**src/rtl/spi_feeder_pkg.sv**
```systemverilog
// Shared types and constants for the SPI auto-read feeder and related interrupt consumers.
package spi_feeder_pkg;

    typedef enum logic [1:0] {
        IDLE    = 2'd0,
        AUTO    = 2'd1,
        HOLDOFF = 2'd2
    } feeder_state_e;

    localparam logic [7:0] DEFAULT_IDLE_BYTE = 8'h00;

endpackage

```
**src/rtl/spi_autoread_feeder_if.sv**
```systemverilog
// Byte handshake bundle: host FWFT FIFO read side plus the FIFO-style port toward spi_readout.
interface spi_autoread_feeder_if;
    logic [7:0] host_dout;
    logic       host_empty;
    logic       host_rd_en;
    logic [7:0] out_dout;
    logic       out_empty;
    logic       out_rd_en;

    modport slave (
        input  host_dout, host_empty, out_rd_en,
        output host_rd_en, out_dout, out_empty
    );

    modport master (
        output host_dout, host_empty, out_rd_en,
        input  host_rd_en, out_dout, out_empty
    );
endinterface

```
**src/rtl/feeder_sync2.sv**
```systemverilog
// Two-flop synchroniser for asynchronous level inputs; RST_VAL selects the reset level.
module feeder_sync2 #(
    parameter logic RST_VAL = 1'b1
) (
    input  logic clock,
    input  logic reset,
    input  logic i_d,
    output logic o_q
);
    logic [1:0] r_sync;

    // Shift the raw input through two flops to settle metastability.
    always_ff @(posedge clock) begin
        if (reset) begin
            r_sync <= {2{RST_VAL}};
        end else begin
            r_sync <= {r_sync[0], i_d};
        end
    end

    assign o_q = r_sync[1];
endmodule

```
**src/rtl/spi_autoread_feeder.sv**
```systemverilog
// Feeds spi_readout with host bytes, injecting idle-byte bursts while the interrupt is active.
// Optional FEEDER_STATS_EN adds a completed-burst counter on burst_count.
module spi_autoread_feeder
    import spi_feeder_pkg::*;
#(
    parameter logic [7:0] IDLE_BYTE   = DEFAULT_IDLE_BYTE,
    parameter int         BURST_BYTES = 16,
    parameter int         HOLDOFF_CYC = 64,
    parameter int         CNT_W       = 16
) (
    input  logic                  clock,
    input  logic                  reset,
    input  logic                  enable,
    input  logic                  interrupt,
    spi_autoread_feeder_if.slave  bus,
    output logic                  busy,
    output logic [CNT_W-1:0]      burst_count
);
    localparam int HOLD_W = $clog2(HOLDOFF_CYC + 1);

    feeder_state_e     r_state;
    feeder_state_e     w_state_nxt;
    logic [7:0]        r_burst_left;
    logic [7:0]        w_burst_left_nxt;
    logic [HOLD_W-1:0] r_hold_cnt;
    logic [HOLD_W-1:0] w_hold_cnt_nxt;
    logic [7:0]        r_out_dout;
    logic              r_out_valid;
    logic              w_int_sync;
    logic              w_int_act;
    logic              w_pop;
    logic              w_can_load;
    logic              w_host_take;
    logic              w_idle_take;
    logic              w_burst_done;

    feeder_sync2 #(.RST_VAL(1'b1)) u_int_sync (
        .clock (clock),
        .reset (reset),
        .i_d   (interrupt),
        .o_q   (w_int_sync)
    );

    assign w_int_act  = ~w_int_sync;
    assign w_pop      = r_out_valid & bus.out_rd_en;
    assign w_can_load = ~r_out_valid | bus.out_rd_en;
    // Host pop is suppressed during reset so no byte leaves the FIFO while the stage is cleared.
    assign w_host_take = w_can_load & ~bus.host_empty & ~reset;
    assign w_idle_take = w_can_load & bus.host_empty & enable &
                         (r_state == AUTO) & (r_burst_left != 8'd0);

    assign bus.host_rd_en = w_host_take;
    assign bus.out_dout   = r_out_dout;
    assign bus.out_empty  = ~r_out_valid;
    assign busy           = (r_state != IDLE);

    // State, burst and holdoff counter registers.
    always_ff @(posedge clock) begin
        if (reset) begin
            r_state      <= IDLE;
            r_burst_left <= 8'd0;
            r_hold_cnt   <= '0;
        end else begin
            r_state      <= w_state_nxt;
            r_burst_left <= w_burst_left_nxt;
            r_hold_cnt   <= w_hold_cnt_nxt;
        end
    end

    // Next-state logic: burst start, burst completion, holdoff countdown.
    always_comb begin
        w_state_nxt      = r_state;
        w_burst_left_nxt = r_burst_left;
        w_hold_cnt_nxt   = r_hold_cnt;
        w_burst_done     = 1'b0;
        case (r_state)
            IDLE: begin
                if (enable && w_int_act) begin
                    w_state_nxt      = AUTO;
                    w_burst_left_nxt = 8'(BURST_BYTES);
                end else begin
                    w_state_nxt = IDLE;
                end
            end
            AUTO: begin
                if (!enable) begin
                    w_state_nxt = IDLE;
                end else if ((r_burst_left == 8'd0) && (!r_out_valid || w_pop)) begin
                    w_state_nxt    = HOLDOFF;
                    w_hold_cnt_nxt = HOLD_W'(HOLDOFF_CYC);
                    w_burst_done   = 1'b1;
                end else if (w_idle_take) begin
                    w_burst_left_nxt = r_burst_left - 8'd1;
                end else begin
                    w_state_nxt = AUTO;
                end
            end
            HOLDOFF: begin
                if (r_hold_cnt != '0) begin
                    w_hold_cnt_nxt = r_hold_cnt - HOLD_W'(1);
                end else if (enable && w_int_act) begin
                    w_state_nxt      = AUTO;
                    w_burst_left_nxt = 8'(BURST_BYTES);
                end else begin
                    w_state_nxt = IDLE;
                end
            end
            default: begin
                w_state_nxt = IDLE;
            end
        endcase
    end

    // Output stage: host byte wins; reload on the cycle of a pop for zero-bubble streaming.
    always_ff @(posedge clock) begin
        if (reset) begin
            r_out_dout  <= 8'h00;
            r_out_valid <= 1'b0;
        end else if (w_host_take) begin
            r_out_dout  <= bus.host_dout;
            r_out_valid <= 1'b1;
        end else if (w_idle_take) begin
            r_out_dout  <= IDLE_BYTE;
            r_out_valid <= 1'b1;
        end else if (w_pop) begin
            r_out_valid <= 1'b0;
        end else begin
            r_out_valid <= r_out_valid;
        end
    end

`ifdef FEEDER_STATS_EN
    logic [CNT_W-1:0] r_burst_count;

    // Completed-burst counter, wraps naturally.
    always_ff @(posedge clock) begin
        if (reset) begin
            r_burst_count <= '0;
        end else if (w_burst_done) begin
            r_burst_count <= r_burst_count + CNT_W'(1);
        end else begin
            r_burst_count <= r_burst_count;
        end
    end

    assign burst_count = r_burst_count;
`else
    logic w_unused_burst_done;
    assign w_unused_burst_done = w_burst_done;
    assign burst_count         = {CNT_W{1'b0}};
`endif

endmodule
```
**src/flat_wrapper.sv**
```systemverilog
// flat-port wrapper written by rule: the top's interface ports become plain ports
module spi_autoread_feeder_flat import spi_feeder_pkg::*;
#(
    parameter logic [7:0] IDLE_BYTE   = DEFAULT_IDLE_BYTE,
    parameter int         BURST_BYTES = 16,
    parameter int         HOLDOFF_CYC = 64,
    parameter int         CNT_W       = 16
)
  (clock, reset, enable, interrupt, busy, burst_count, bus_host_dout, bus_host_empty, bus_out_rd_en, bus_host_rd_en, bus_out_dout, bus_out_empty);
  spi_autoread_feeder_if bus_i ();
  input  logic clock;
  input  logic reset;
  input  logic enable;
  input  logic interrupt;
  output logic busy;
  output logic [CNT_W-1:0] burst_count;
  input wire logic [$bits(bus_i.host_dout)-1:0] bus_host_dout;
  input wire logic [$bits(bus_i.host_empty)-1:0] bus_host_empty;
  input wire logic [$bits(bus_i.out_rd_en)-1:0] bus_out_rd_en;
  output wire logic [$bits(bus_i.host_rd_en)-1:0] bus_host_rd_en;
  output wire logic [$bits(bus_i.out_dout)-1:0] bus_out_dout;
  output wire logic [$bits(bus_i.out_empty)-1:0] bus_out_empty;
  assign bus_i.host_dout = bus_host_dout;
  assign bus_i.host_empty = bus_host_empty;
  assign bus_i.out_rd_en = bus_out_rd_en;
  assign bus_host_rd_en = bus_i.host_rd_en;
  assign bus_out_dout = bus_i.out_dout;
  assign bus_out_empty = bus_i.out_empty;
  spi_autoread_feeder #(.IDLE_BYTE(IDLE_BYTE), .BURST_BYTES(BURST_BYTES), .HOLDOFF_CYC(HOLDOFF_CYC), .CNT_W(CNT_W)) u_core (.clock(clock), .reset(reset), .enable(enable), .interrupt(interrupt), .bus(bus_i), .busy(busy), .burst_count(burst_count));
endmodule
```
**config.mk**
```make
export PLATFORM = sky130hd
export DESIGN_NAME = spi_autoread_feeder_flat
export DESIGN_NICKNAME = d
export VERILOG_FILES = /design/src/rtl/spi_feeder_pkg.sv /design/src/rtl/spi_autoread_feeder_if.sv /design/src/rtl/feeder_sync2.sv /design/src/rtl/spi_autoread_feeder.sv /design/src/flat_wrapper.sv
export SDC_FILE = /design/constraint.sdc
export NUM_CORES = 1
export LEC_CHECK = 0
export ABC_AREA = 0
export ABC_CLOCK_PERIOD_IN_PS = 2050
export BUFFER_PORTS_ARGS = -buffer_cell sky130_fd_sc_hd__buf_2
export CAP_MARGIN = 20
export CORE_MARGIN = 1.5
export CORE_UTILIZATION = 46
export DETAILED_ROUTE_END_ITERATION = 7
export GPL_TIMING_DRIVEN = 1
export PLACE_DENSITY = 0.82
export RECOVER_POWER = 100
export SETUP_SLACK_MARGIN = 0.15
export SYNTH_ARGS = -nofsm -noshare
export SYNTH_HDL_FRONTEND = slang
export SYNTH_SLANG_ARGS = --single-unit
```
**constraint.sdc**
```tcl
create_clock -name clock -period 2.05 [get_ports clock]
set_input_delay 0.5125 -clock clock [delete_from_list [all_inputs] [get_ports clock]]
set_output_delay 0.5125 -clock clock [all_outputs]
set_load 0.02 [all_outputs]
```
=== Word level (Yosys, flattened, before mapping) ===
Cells that the tools add are included.

* Word-level logic and storage cells: 66
* Bits in registers: 28
* Output and inout bits: 27
* Bits of input ports: 14

* Muxes and demuxes: 21
* Bitwise logic cells: 12
* Add/sub/neg operators: 2
* Reductions and logical operators: 16
* Eq/ne operators: 9

{| class="wikitable"
|+ Operators with widths
! kind !! number
|-
| $mux 8 || 7
|-
| $pmux 8 s3 || 1
|-
| $mux 7 || 3
|-
| $pmux 7 s2 || 1
|-
| $logic_not 8->1 || 1
|-
| $mux 2 || 4
|-
| $ne 2x2->1 const B || 4
|-
| $reduce_bool 8->1 || 1
|-
| $sub 8x1->8 const B || 1
|-
| $and 1x1->1 || 7
|-
| $reduce_bool 7->1 || 1
|-
| $sub 7x1->7 const B || 1
|-
| $pmux 2 s3 || 1
|-
| $reduce_bool 2->1 || 3
|-
| $reduce_bool 3->1 || 2
|-
| $reduce_and 5->1 || 1
|-
| $mux 1 || 4
|-
| $ne 2x1->1 const B || 2
|-
| $ne 4x4->1 const B || 1
|-
| $not 1->1 || 4
|-
| $reduce_and 4->1 || 1
|-
| $eq 2x1->1 const B || 1
|-
| $eq 2x2->1 const B || 1
|-
| $logic_and 1x1->1 || 2
|-
| 5 further kinds || 5
|}

=== Longest topological paths before layout ===
Gate-level depths: netlist of the first run.

* Depth after elaboration: 10
* Gate-level depth with buffers: 8
* Mapped depth without buffers: 7

=== Cells and area by module ===
From an unflattened synthesis of the first run, not the netlist that was laid out.

* Cell total of the unflattened synthesis: 162
* Area total of the unflattened synthesis: 1,437.6 um^2

{| class="wikitable"
|+ Modules (own cells, without submodules)
! module !! cells an instance !! instances !! area an instance (um^2)
|-
| spi_autoread_feeder || 158 || 1 || 1,385.1
|-
| feeder_sync2 || 4 || 1 || 52.6
|}

=== Least setup slack after synthesis of the first run ===
OpenSTA, ideal clock, no wires.

* Path type: input-to-output
* Start point: in bus_out_rd_en
* End point: out bus_host_rd_en
* Setup slack: 0.197 ns
* Cell stages on the path: 2
* Path buffers: 0
* Data required time: 1.537 ns
* Arrival: 1.341 ns
* Cells stage by stage: nand2b_1 nor3b_2

* Longest elaborated chain between the ends: 3

{| class="wikitable"
|+ Ends and longest elaborated chain
! item !! RTL line !! text
|-
| start, declared || flat_wrapper.sv:19 || <nowiki>input wire logic [$bits(bus_i.out_rd_en)-1:0] bus_out_rd_en;</nowiki>
|-
| $or 1x1->1 || spi_autoread_feeder.sv:46 || <nowiki>assign w_can_load = ~r_out_valid | bus.out_rd_en;</nowiki>
|-
| $and 1x1->1 (2 in series) || spi_autoread_feeder.sv:48 || <nowiki>assign w_host_take = w_can_load & ~bus.host_empty & ~reset;</nowiki>
|-
| end, declared || flat_wrapper.sv:20 || <nowiki>output wire logic [$bits(bus_i.host_rd_en)-1:0] bus_host_rd_en;</nowiki>
|}

No other way between the ends.

=== Worst setup path in the final report of the first run ===
* Start point: reg u_core.r_burst_left[1]
* End point: reg u_core.r_out_dout[1], in the netlist u_core.bus.out_dout[1]

* Longest elaborated chain between the ends: 3

{| class="wikitable"
|+ Ends and longest elaborated chain
! item !! RTL line !! text
|-
| start, declared || spi_autoread_feeder.sv:23 || <nowiki>logic [7:0] r_burst_left;</nowiki>
|-
| start signal, assigned || spi_autoread_feeder.sv:65 || <nowiki>r_burst_left <= w_burst_left_nxt;</nowiki>
|-
| $reduce_bool 8->1 || spi_autoread_feeder.sv:50 || <nowiki>(r_state == AUTO) & (r_burst_left != 8'd0);</nowiki>
|-
| $and 1x1->1 || spi_autoread_feeder.sv:50 ||
|-
| $reduce_bool 2->1 (no line) || -- ||
|-
| end signal, assigned || spi_autoread_feeder.sv:120 || <nowiki>r_out_dout <= bus.host_dout;</nowiki>
|-
| end, declared || spi_autoread_feeder.sv:27 || <nowiki>logic [7:0] r_out_dout;</nowiki>
|}

No other way between the ends.
A chain may end at the register's enable or synchronous reset.

==> summary.md, run 1 <==
| Metric | Value |
|---|---|
| TritonCTS Sinks | `28` |
| CP required | `2.27 ns` |
| Post-synth EDFFs | `0` |
| WL/cell | `11.65 um` |
| DR iter-0 viols | `40` |
| Worst-case clock skew | `~0.017 ns` |
| Chip height | `slightly above 60 um` |
| Port bufs | `24` |
| Antenna Nets Post-Route | `0` |
| Reg clk slew, reported paths | `0.15 ns` |
| Commonest non-fill, non-tap cell in the layout | `dfxtp_1` |
| # nets final | `215` |
| Most common cell on crit path | `nor3_4` |
| DRC Markers | `0` |
| Actual slew at the worst max-slew pin | `between 0.5 and 0.6 ns` |
| I/O pin count | `41` |
| Syn avg cell area | `9.023 um2` |
| Starting density of the core | `49.44%` |
| RSZ-0062 raised after global routing | `false` |
| GP Congestion | `between 0.8 and 0.9` |
| Vias in the first global route | `1099` |
| Most frequent cells in the layout | `dfxtp_1 (27), nor2_1 (21), conb_1 (16), buf_2 (13), inv_1 (12)` |
| Final wirelength | `2795 um` |
| Hold Path Class | `in2reg` |
| DP Worst Slack | `0.1605 ns` |
| Pins Over Slew Limit | `0` |
| Minimum clock period | `1.866 ns` |
| Synthesized cell area | `1534 um2` |
| Simple-gate share of the synthesized area | `23.16%` |
| Peak VDD IR | `about 290 uV` |
| Final Setup Violations | `0` |
| Diode count | `0` |
| Post-synthesis mux area share | `roughly 2.0%` |
| GRT Total Usage | `about 17%` |
| Worst setup SP type | `register` |
| Initial antenna violation count | `0` |
| Async S/R FF share, synth | `0%` |
| GRT Max-Usage Layer | `met2` |
| Clk buf depth | `2` |
| Maximum number of pins on one net before global-route repair | `15` |
| Post-route setup slack | `0.1842 ns` |
| Share of layout cells above drive strength 1 | `19.90%` |
| CTS tree | `yes` |
| Core area | `between 3000 and 4000 um2` |
| Worst-skew pair later-pin latency | `roughly 0.32 ns` |
| Top cells by area, synth | `dfxtp_1 (37%), buf_4 (7.8%), nor2_1 (5.1%)` |
| Largest family of logic cells by synthesized area | `compound AO/OA/AOI/OAI gates` |
| Post-synth cell types | `44` |
| Outcome | `finished clean` |
| Via density | `5.088` |
| Top FF cell, synth | `dfxtp_1` |
| H-tree Lvls | `1` |
| R2r startpoint | `u_core.r_burst_left[1]` |
| Final Hold Viols | `0` |
| Grt ovf | `0` |
| Register area share after synthesis | `36.54%` |
| Slowest stage delay, CP | `0.43 ns` |
| #FFs+latches synth | `28` |
| Share of the synthesized area in the top cell type | `approximately 37%` |
| Crit path max fanout | `8` |
| DIE AREA | `3690 um2` |
| Met3 Usage GRT | `2.772%` |
| Setup TNS | `0 ns` |
| Grt met1 use | `a little under a quarter` |
| CTS buffer count | `3` |
| Synth Warn # | `0` |
| Root Driver | `clkbuf_4` |
| Fmax | `around 0.54 GHz` |
| Max_slew headroom | `between 60 and 70%` |
| Synth Area in Adders | `2.447%` |
| Post-Synth XOR/XNOR Area | `0%` |
| Die X | `60.75 um` |
| Max Cap Viol | `0` |
| Worst EP arrival | `2.08 ns` |
| HP Start | `interrupt` |
| FP Rows | `20` |
| Power density cells | `553.7 nW/um2` |
| Pre-antenna DRT Iters | `4` |
| Grt met2 use | `between 20 and 30%` |
| Critical path startpoint | `u_core.r_burst_left[1]` |
| WHS | `0.3760 ns` |
| Cell accounting for the most synthesized area | `dfxtp_1` |
| Slowest CP cell | `nor3_4` |
| Final Util | `53.63%` |
| Fin crit share | `91.01%` |
| CP Class | `reg2reg` |
| Vias | `1221` |
| Global-route wire length before repair | `4809 um` |
| DP Wirelength | `about 2100 um` |
| Area delta synth->final | `8.483%` |
| Hold Buf Count CTS | `0` |
| Leak pwr | `0.6943 nW` |
| Cell Chain, Critical Path | `inv_1 > ha_2 > nor3b_4 > and3_1 > nor3_4 > nor3_4 > a22o_1` |
| Critical Path End Type | `register` |
| Synthesized instance count | `170` |
| Post-synthesis compound-gate area fraction | `approximately a quarter` |
==> power breakdown <==
group | internal (W) | switching [W]
clock network | 0.0000687 | 0.000149
registers | 0.000561 | 0.00000937
logic | 0.0000415 | 0.0000919
total | 0.000671 | 0.000251
==> flip-flops by register name, indices dropped and copies added (netlist names) <==
name / flops
u_core.r_state: 2
u_core.r_out_valid: 1
u_core.bus.out_dout: 8
u_core.u_int_sync.r_sync: 2
u_core.r_hold_cnt: 7
u_core.r_burst_left: 8
==> worst max-delay path, delay by kind of cell, from the launching register on <==
family                   cells  cell delay [ns]
adder cells (fa/ha/maj)      1             0.19
flip-flops                   1             0.38
AND/OR/NAND/NOR              4             0.90
AO/OA/AOI/OAI                1             0.19
buffers and inverters        1             0.08
==> cell usage after synthesis (4+ instances only) <==
master and n:
nor2_1 21, a31oi_1 4, nand2_1 8, a22o_1 8, nand2b_1 6, buf_4 16
a21oi_1 9, o21ai_0 4, dfxtp_1 28, inv_1 12
==> layout make-up <==
class                      count  area [um2]
timing repair buffer          28       136.4
fill                         309        1439
inverter                      12       45.04
tap                           44       55.05
clock buffer                   3       22.52
sequential                    28       561.8
multi-input combinational    125       843.3
==> through the flow <==
| step | cell area (um2) | power, W | instances |
|---|---|---|---|
| final | 1664 | 0.0009215 | 240 |
| after global routing | 1664 | 0.0009673 | 240 |
| after CTS | 1668 | 0.0009376 | 238 |
| after detailed placement | 1638 | 0.0007167 | 235 |
| after global placement | 1638 | 0.0007147 | 235 |
| after floorplan | 1590 | 0.0006991 | 185 |
==> cells by family after synthesis <==
group,after synthesis
buffers and inverters,32
other,1
flip-flops,28
AND/OR/NAND/NOR,60
multiplexers,3
adder cells (fa/ha/maj),3
AO/OA/AOI/OAI,43
==> layer usage <==
metal / vias up / wire length [um]
met5: - / 0
met4: 0 / 34
met3: 4 / 167
met2: 47 / 1230
met1: 550 / 1364
li1: 620 / -
==> worst paths after layout <==
path	to	slack, ns	depth (start not counted)
setup / recovery	u_core.bus.out_dout[1]	0.18	7
hold / removal	u_core.u_int_sync.r_sync[0]	0.38	2
setup reg to reg	u_core.bus.out_dout[1]	0.18	7
hold reg to reg	u_core.u_int_sync.r_sync[1]	0.42	1
==> repair_timing <==
action,CTS,global route
buffers inserted,0,2
resized for setup,2,5
setup endpoints to repair,3,20
pin swaps,1,2
Power figures use the tool's default switching activity.
==> run 2, diff against run 1 <==
--- a/config.mk
+++ b/config.mk
@@ -9,13 +9,13 @@
 export ABC_CLOCK_PERIOD_IN_PS = 2050
 export BUFFER_PORTS_ARGS = -buffer_cell sky130_fd_sc_hd__buf_2
 export CAP_MARGIN = 20
-export CORE_MARGIN = 1.5
+export CORE_MARGIN = 2
 export CORE_UTILIZATION = 46
 export DETAILED_ROUTE_END_ITERATION = 7
 export GPL_TIMING_DRIVEN = 1
 export PLACE_DENSITY = 0.82
 export RECOVER_POWER = 100
-export SETUP_SLACK_MARGIN = 0.15
+export SETUP_SLACK_MARGIN = 0.05
 export SYNTH_ARGS = -nofsm -noshare
 export SYNTH_HDL_FRONTEND = slang
 export SYNTH_SLANG_ARGS = --single-unit
==> run 2 against run 1 <==
Effect of this change: cell area fell by 0.23%; utilization fell by 0.12 points; largest cell class unchanged; clock power rose by 67%; register-to-register slack barely moved; clock skew fell by 0.015 ns; total power rose by 16%; die area rose by 3.3%; sequential share of layout area barely moved; via count fell by 0.90%.
==> summary.md, run 2 (synthesis gave the netlist of run 1 again) <==
| Metric | Value |
|---|---|
| Outcome | `finished clean` |
| Placed cell count | `235 (unchanged)` |
| H-tree Lvls | `1 (unchanged)` |
| RSZ-0062 raised after global routing | `false` |
| Max Cap Viol | `0 (unchanged)` |
| Critical Path End Type | `primary output` |
| Leak pwr | `0.6936 nW (-0.11%)` |
| Initial antenna violation count | `0 (unchanged)` |
| I/O pin count | `41 (unchanged)` |
| Power, Total | `0.001067 W (+16%)` |
| DIE AREA | `3812 um2 (+3.3%)` |
| FP Rows | `20 (unchanged)` |
| Fin crit share | `92.91% (+1.9 points)` |
| DR iter-0 viols | `22 (-45%)` |
| GP Congestion | `0.8487 (+2.3%)` |
| Minimum clock period | `1.905 ns (+0.03899 ns)` |
| Fmax | `0.5250 GHz (-2.0%)` |
| Die X | `61.75 um (+1.6%)` |
| R2R depth | `7 (unchanged)` |
| Worst setup SP type | `register` |
| Final Hold Viols | `0 (unchanged)` |
| CTS tree | `yes` |
| CP required | `1.54 ns (-0.73 ns)` |
| Global-route wire length before repair | `4547 um (-5.4%)` |
| Chip height | `61.75 um (+1.6%)` |
| Actual slew at the worst max-slew pin | `0.7637 ns (+0.1837 ns)` |
| GRT Total Usage | `16.05% (-1.0 points)` |
| Seq pwr share | `53.5% (-8.4 points)` |
| Clk network pwr share | `34.2% (+11 points)` |
| DRC Markers | `0 (unchanged)` |
| Commonest non-fill, non-tap cell in the layout | `dfxtp_1` |
| Worst-case clock skew | `0.001343 ns (-0.01527 ns)` |
| DP Wirelength | `2051 um (-2.7%)` |
| Area delta synth->final | `8.238%` |
| TritonCTS Sinks | `28 (unchanged)` |
| HP Start | `interrupt` |
| Core area | `3103 um2 (unchanged)` |
| Worst EP arrival | `1.39 ns (-0.69 ns)` |
| Max_slew headroom | `49.09% (-12 points)` |
| Final Setup Violations | `0 (unchanged)` |
| # nets final | `213 (-0.93%)` |
| Vias | `1210 (-0.90%)` |
| R2R Path End | `u_core.r_burst_left[2]` |
| Peak VDD IR | `456.3 uV (+59%)` |
| Grt ovf | `0 (unchanged)` |
| Reg clk slew, reported paths | `0.15 ns (about the same)` |
| Most frequent cells in the layout | `dfxtp_1 (28), nor2_1 (21), conb_1 (16)` |
| Hold Path Class | `in2reg` |
| Clk buf depth | `2 (unchanged)` |
| Maximum number of pins on one net before global-route repair | `17 (+2)` |
| Sw power | `0.0002670 W (+6.5%)` |
| Diode count | `0 (unchanged)` |
| Worst R2R Setup Slack | `0.18 ns (about the same)` |
| Share of layout cells above drive strength 1 | `16.92% (-3.0 points)` |
| Pre-antenna DRT Iters | `4 (unchanged)` |
| Setup TNS | `0 ns (unchanged)` |
| Final Util | `53.51% (-0.12 points)` |
| Starting density of the core | `49.44% (unchanged)` |
| Final wirelength | `2750 um (-1.6%)` |
| Comb pwr share | `12.3% (-2.2 points)` |
| Power density cells | `642.5 nW/um2 (+16%)` |
| Crit path capture | `bus_host_rd_en` |
| P_int | `0.0007998 W (+19%)` |
| Hold Buf Count CTS | `0 (unchanged)` |
| R2r startpoint | `u_core.r_burst_left[0]` |
| Worst-skew pair later-pin latency | `0.33 ns (about the same)` |
| CTS buffer count | `3 (unchanged)` |
| Sw frac | `25.03% (-2.2 points)` |
| Crit path max fanout | `5 (-3)` |
| Critical path startpoint | `u_core.r_out_valid` |
| Pins Over Slew Limit | `0 (unchanged)` |
| Via density | `5.063 (-0.49%)` |
| Worst Hold Depth | `2 (unchanged)` |
| Port bufs | `24 (unchanged)` |
| Vias in the first global route | `1028 (-6.5%)` |
| Final Non-Filler Cells | `239 (-0.42%)` |
| Root Driver | `clkbuf_4` |
| Antenna Nets Post-Route | `0 (unchanged)` |
| CP Class | `reg2out` |
| Fillcell total | `295 (-4.5%)` |
| WL/cell | `11.51 um (-1.2%)` |
run 2: cell types whose count changed in the layout (fill, tap and decap cells not counted), sizes merged:
cell and change:
buf -4, clkbuf +2, bufinv +1
run 2: routing by layer:
layer / routed length (um) / track usage [%]
met3: 187 / 3.313
met5: 0 / 0
met1: 1332 / 22.52
met4: 23 / 5.167
met2: 1207 / 24.81
run 2: timing repair:
item	CTS	global route
setup endpoints to repair	0	4
buffers inserted	0	0
gates resized for setup	0	2
run 2: power groups by stage:
| stage | registers [W] | logic [W] | clock network, W |
|---|---|---|---|
| 5_1_grt | 0.000573 | 0.000145 | 0.000392 |
| 4_1_cts | 0.000570 | 0.000135 | 0.000368 |
| 6_report | 0.000570 | 0.000131 | 0.000365 |
| 3_5_place_dp | 0.000581 | 0.000135 | 0 |
| 2_1_floorplan | 0.000595 | 0.000104 | 0 |
| 3_3_place_gp | 0.000581 | 0.000133 | 0 |
run 2: worst min-delay path by stage:
stage	end	slack, ns
2_1_floorplan	u_core.u_int_sync.r_sync[1]	0.39
3_5_place_dp	u_core.u_int_sync.r_sync[1]	0.41
5_1_grt	u_core.u_int_sync.r_sync[0]	0.35
6_report	u_core.u_int_sync.r_sync[0]	0.35
3_3_place_gp	u_core.u_int_sync.r_sync[1]	0.39
4_1_cts	u_core.u_int_sync.r_sync[0]	0.36
run 2: worst max-delay path: stages, from the launching register on:
cell      delay, ns
dfxtp_1        0.34
nand2b_1       0.17
nor3b_4        0.33
clkbuf_2       0.22
run 2: stage by stage:
stage / hold WS (ns) / area, um2 / worst slack (ns)
after floorplan: 0.3895 / 1590 / 0.1970
after global placement: 0.3916 / 1638 / 0.1834
after detailed placement: 0.4125 / 1638 / 0.1529
after CTS: 0.3558 / 1690 / 0.09513
after global routing: 0.3527 / 1660 / 0.05359
final: 0.3519 / 1660 / 0.1453
run 2: area by class of cell:
type | instances | area (um2) | share of cell area (%)
multi-input combinational | 125 | 829.5 | 49.96
tap | 44 | 55.05 | 3.316
timing repair buffer | 26 | 117.6 | 7.084
clock buffer | 3 | 22.52 | 1.356
sequential | 28 | 560.5 | 33.76
clock inverter | 1 | 30.03 | 1.809
inverter | 12 | 45.04 | 2.713
==> run 3, diff against run 2 <==
--- a/config.mk
+++ b/config.mk
@@ -9,7 +9,6 @@
 export ABC_CLOCK_PERIOD_IN_PS = 2050
 export BUFFER_PORTS_ARGS = -buffer_cell sky130_fd_sc_hd__buf_2
 export CAP_MARGIN = 20
-export CORE_MARGIN = 2
 export CORE_UTILIZATION = 46
 export DETAILED_ROUTE_END_ITERATION = 7
 export GPL_TIMING_DRIVEN = 1
==> run 3 against run 2 <==
Effect of this change: sequential share of layout area rose by 0.15 points; wire length fell by 2.7%; register-to-register slack barely moved; clock skew rose by 0.00083 ns; largest cell class unchanged; largest power group unchanged.
==> summary.md, run 3 (synthesis gave the netlist of run 1 again) <==
| Metric | Value |
|---|---|
| Outcome | `finished clean` |
| Area delta synth->final | `7.749%` |
| Hold Path Class | `in2reg` |
| Vias | `1219 (+0.74%)` |
| Final wirelength | `2677 um (-2.7%)` |
| Fillcell total | `317 (+7.5%)` |
| CTS buffer count | `3 (unchanged)` |
| CTS tree | `yes` |
| Worst EP arrival | `2.09 ns (+0.70 ns)` |
| Reg clk slew, reported paths | `0.15 ns (about the same)` |
| Placed cell count | `236 (+0.43%)` |
| Maximum number of pins on one net before global-route repair | `20 (+3)` |
| Minimum clock period | `1.861 ns (-0.04336 ns)` |
| CP Class | `reg2reg` |
| Power density cells | `584.3 nW/um2 (-9.1%)` |
| I/O pin count | `41 (unchanged)` |
| Critical path startpoint | `u_core.r_burst_left[0]` |
| DR iter-0 viols | `31 (+41%)` |
| Initial antenna violation count | `0 (unchanged)` |
| Commonest non-fill, non-tap cell in the layout | `dfxtp_1` |
| Diode count | `0 (unchanged)` |
| Actual slew at the worst max-slew pin | `0.9939 ns (+0.2302 ns)` |
| RSZ-0062 raised after global routing | `false` |
| Max Cap Viol | `0 (unchanged)` |
| Core area | `3103 um2 (unchanged)` |
| Worst-case clock skew | `0.002178 ns (+0.0008349 ns)` |
| Pins Over Slew Limit | `0 (unchanged)` |
| FP Rows | `20 (unchanged)` |
| Global-route wire length before repair | `4526 um (-0.46%)` |
| Hold Buf Count CTS | `0 (unchanged)` |
| Pre-antenna DRT Iters | `4 (unchanged)` |
| Worst setup SP type | `register` |
| Antenna Nets Post-Route | `0 (unchanged)` |
| Leak pwr | `0.6980 nW (+0.64%)` |
| Via density | `5.037 (-0.51%)` |
| Clk buf depth | `2 (unchanged)` |
| Vias in the first global route | `1027 (-0.097%)` |
| CTS resizes | `0 (unchanged)` |
| DP Wirelength | `2034 um (-0.81%)` |
| Chip height | `59.75 um (-3.2%)` |
| H-tree Lvls | `1 (unchanged)` |
| DIE AREA | `3569 um2 (-6.4%)` |
| Peak VDD IR | `356.1 uV (-22%)` |
| Root Driver | `clkbuf_4` |
| Share of layout cells above drive strength 1 | `16.67% (-0.26 points)` |
| Most frequent cells in the layout | `dfxtp_1 (28), nor2_1 (21), conb_1 (16), clkbuf_1 (13)` |
| Port bufs | `24 (unchanged)` |
| # nets final | `216 (+1.4%)` |
| Grt ovf | `0 (unchanged)` |
| Worst-skew pair later-pin latency | `0.32 ns (about the same)` |
| HP Start | `interrupt` |
| DRC Markers | `0 (unchanged)` |
| GP Congestion | `0.8007 (-5.7%)` |
| Fin crit share | `90.80% (-2.1 points)` |
| Final Hold Viols | `0 (unchanged)` |
| CP required | `2.28 ns (+0.74 ns)` |
| Critical Path End Type | `register` |
| Final Setup Violations | `0 (unchanged)` |
| Starting density of the core | `49.44% (unchanged)` |
| Max_slew headroom | `33.74% (-15 points)` |
| Setup TNS | `0 ns (unchanged)` |
| GRT Total Usage | `16.65% (+0.60 points)` |
| Crit path max fanout | `8 (+3)` |
| Fmax | `0.5372 GHz (+2.3%)` |
| Fin area | `1653 um2 (-0.45%)` |
| WL/cell | `11.06 um (-3.9%)` |
| Die X | `59.75 um (-3.2%)` |
| Final Non-Filler Cells | `242 (+1.3%)` |
| TritonCTS Sinks | `28 (unchanged)` |
| Placed Area | `1645 um2 (+0.46%)` |
| R2r startpoint | `u_core.r_burst_left[0]` |
## run 3: cell types whose count changed in the layout (fill, tap and decap cells not counted), sizes merged
cell,previous run,this run
buf,13,15
clkbuf,16,18
bufinv,1,0
## run 3: cell type report
| cell class | instances | area, um2 | area share [%] |
|---|---|---|---|
| flip-flops and latches | 28 | 560.5 | 33.91 |
| repair buffers | 29 | 136.4 | 8.251 |
| multi-input cells | 125 | 819.5 | 49.58 |
| inverters | 12 | 45.04 | 2.725 |
| well taps | 44 | 55.05 | 3.331 |
| clock buffers | 4 | 36.28 | 2.195 |
## run 3: where the power goes
| group | switching, W | internal [W] | leakage [nW] | total, W |
|---|---|---|---|---|
| sequential | 0.00000915 | 0.000561 | 0.228 | 0.000570 |
| clock | 0.000157 | 0.000109 | 0.0210 | 0.000266 |
| combinational | 0.0000889 | 0.0000413 | 0.449 | 0.000130 |
## run 3: path summary, 6_finish.rpt
| kind | endpoint | slack [ns] | cells after the start |
|---|---|---|---|
| max reg2reg | u_core.bus.out_dout[3] | 0.19 | 8 |
| min reg2reg | u_core.u_int_sync.r_sync[1] | 0.43 | 1 |
| max | u_core.bus.out_dout[3] | 0.19 | 8 |
| min | u_core.u_int_sync.r_sync[0] | 0.36 | 2 |
## run 3: critical path: stages (launching register included)
cell      delay [ns]
dfxtp_1         0.42
inv_1           0.06
ha_1            0.22
nor3b_4         0.17
and3_4          0.18
nor3_4          0.24
clkbuf_1        0.18
nor3_4          0.08
a22o_1          0.23
## run 3: routing by layer
metal	up-vias	part of all wire, %	GRT usage [%]
li1	628	-	-
met3	2	5.6	2.165
met5	-	0	0
met4	0	0.78	5.980
met1	544	49	23.53
met2	45	45	25.87
## run 3: timing repair
action | in CTS | in global routing
endpoints found under the hold margin | 0 | 0
buffers inserted | 0 | 2
endpoints found under the setup margin | 0 | 1
## run 3: metrics by stage
stage	utilization (%)	power, W	setup WS, ns	hold WS (ns)
floorplan	-	0.0006991	0.1970	0.3895
global placement	53.02	0.0007156	0.2636	0.3919
detailed placement	53.02	0.0007171	0.2075	0.3941
CTS	54.19	0.0009867	0.1870	0.3548
global route	53.27	0.001011	0.04748	0.3568
finish	53.27	0.0009658	0.1886	0.3633
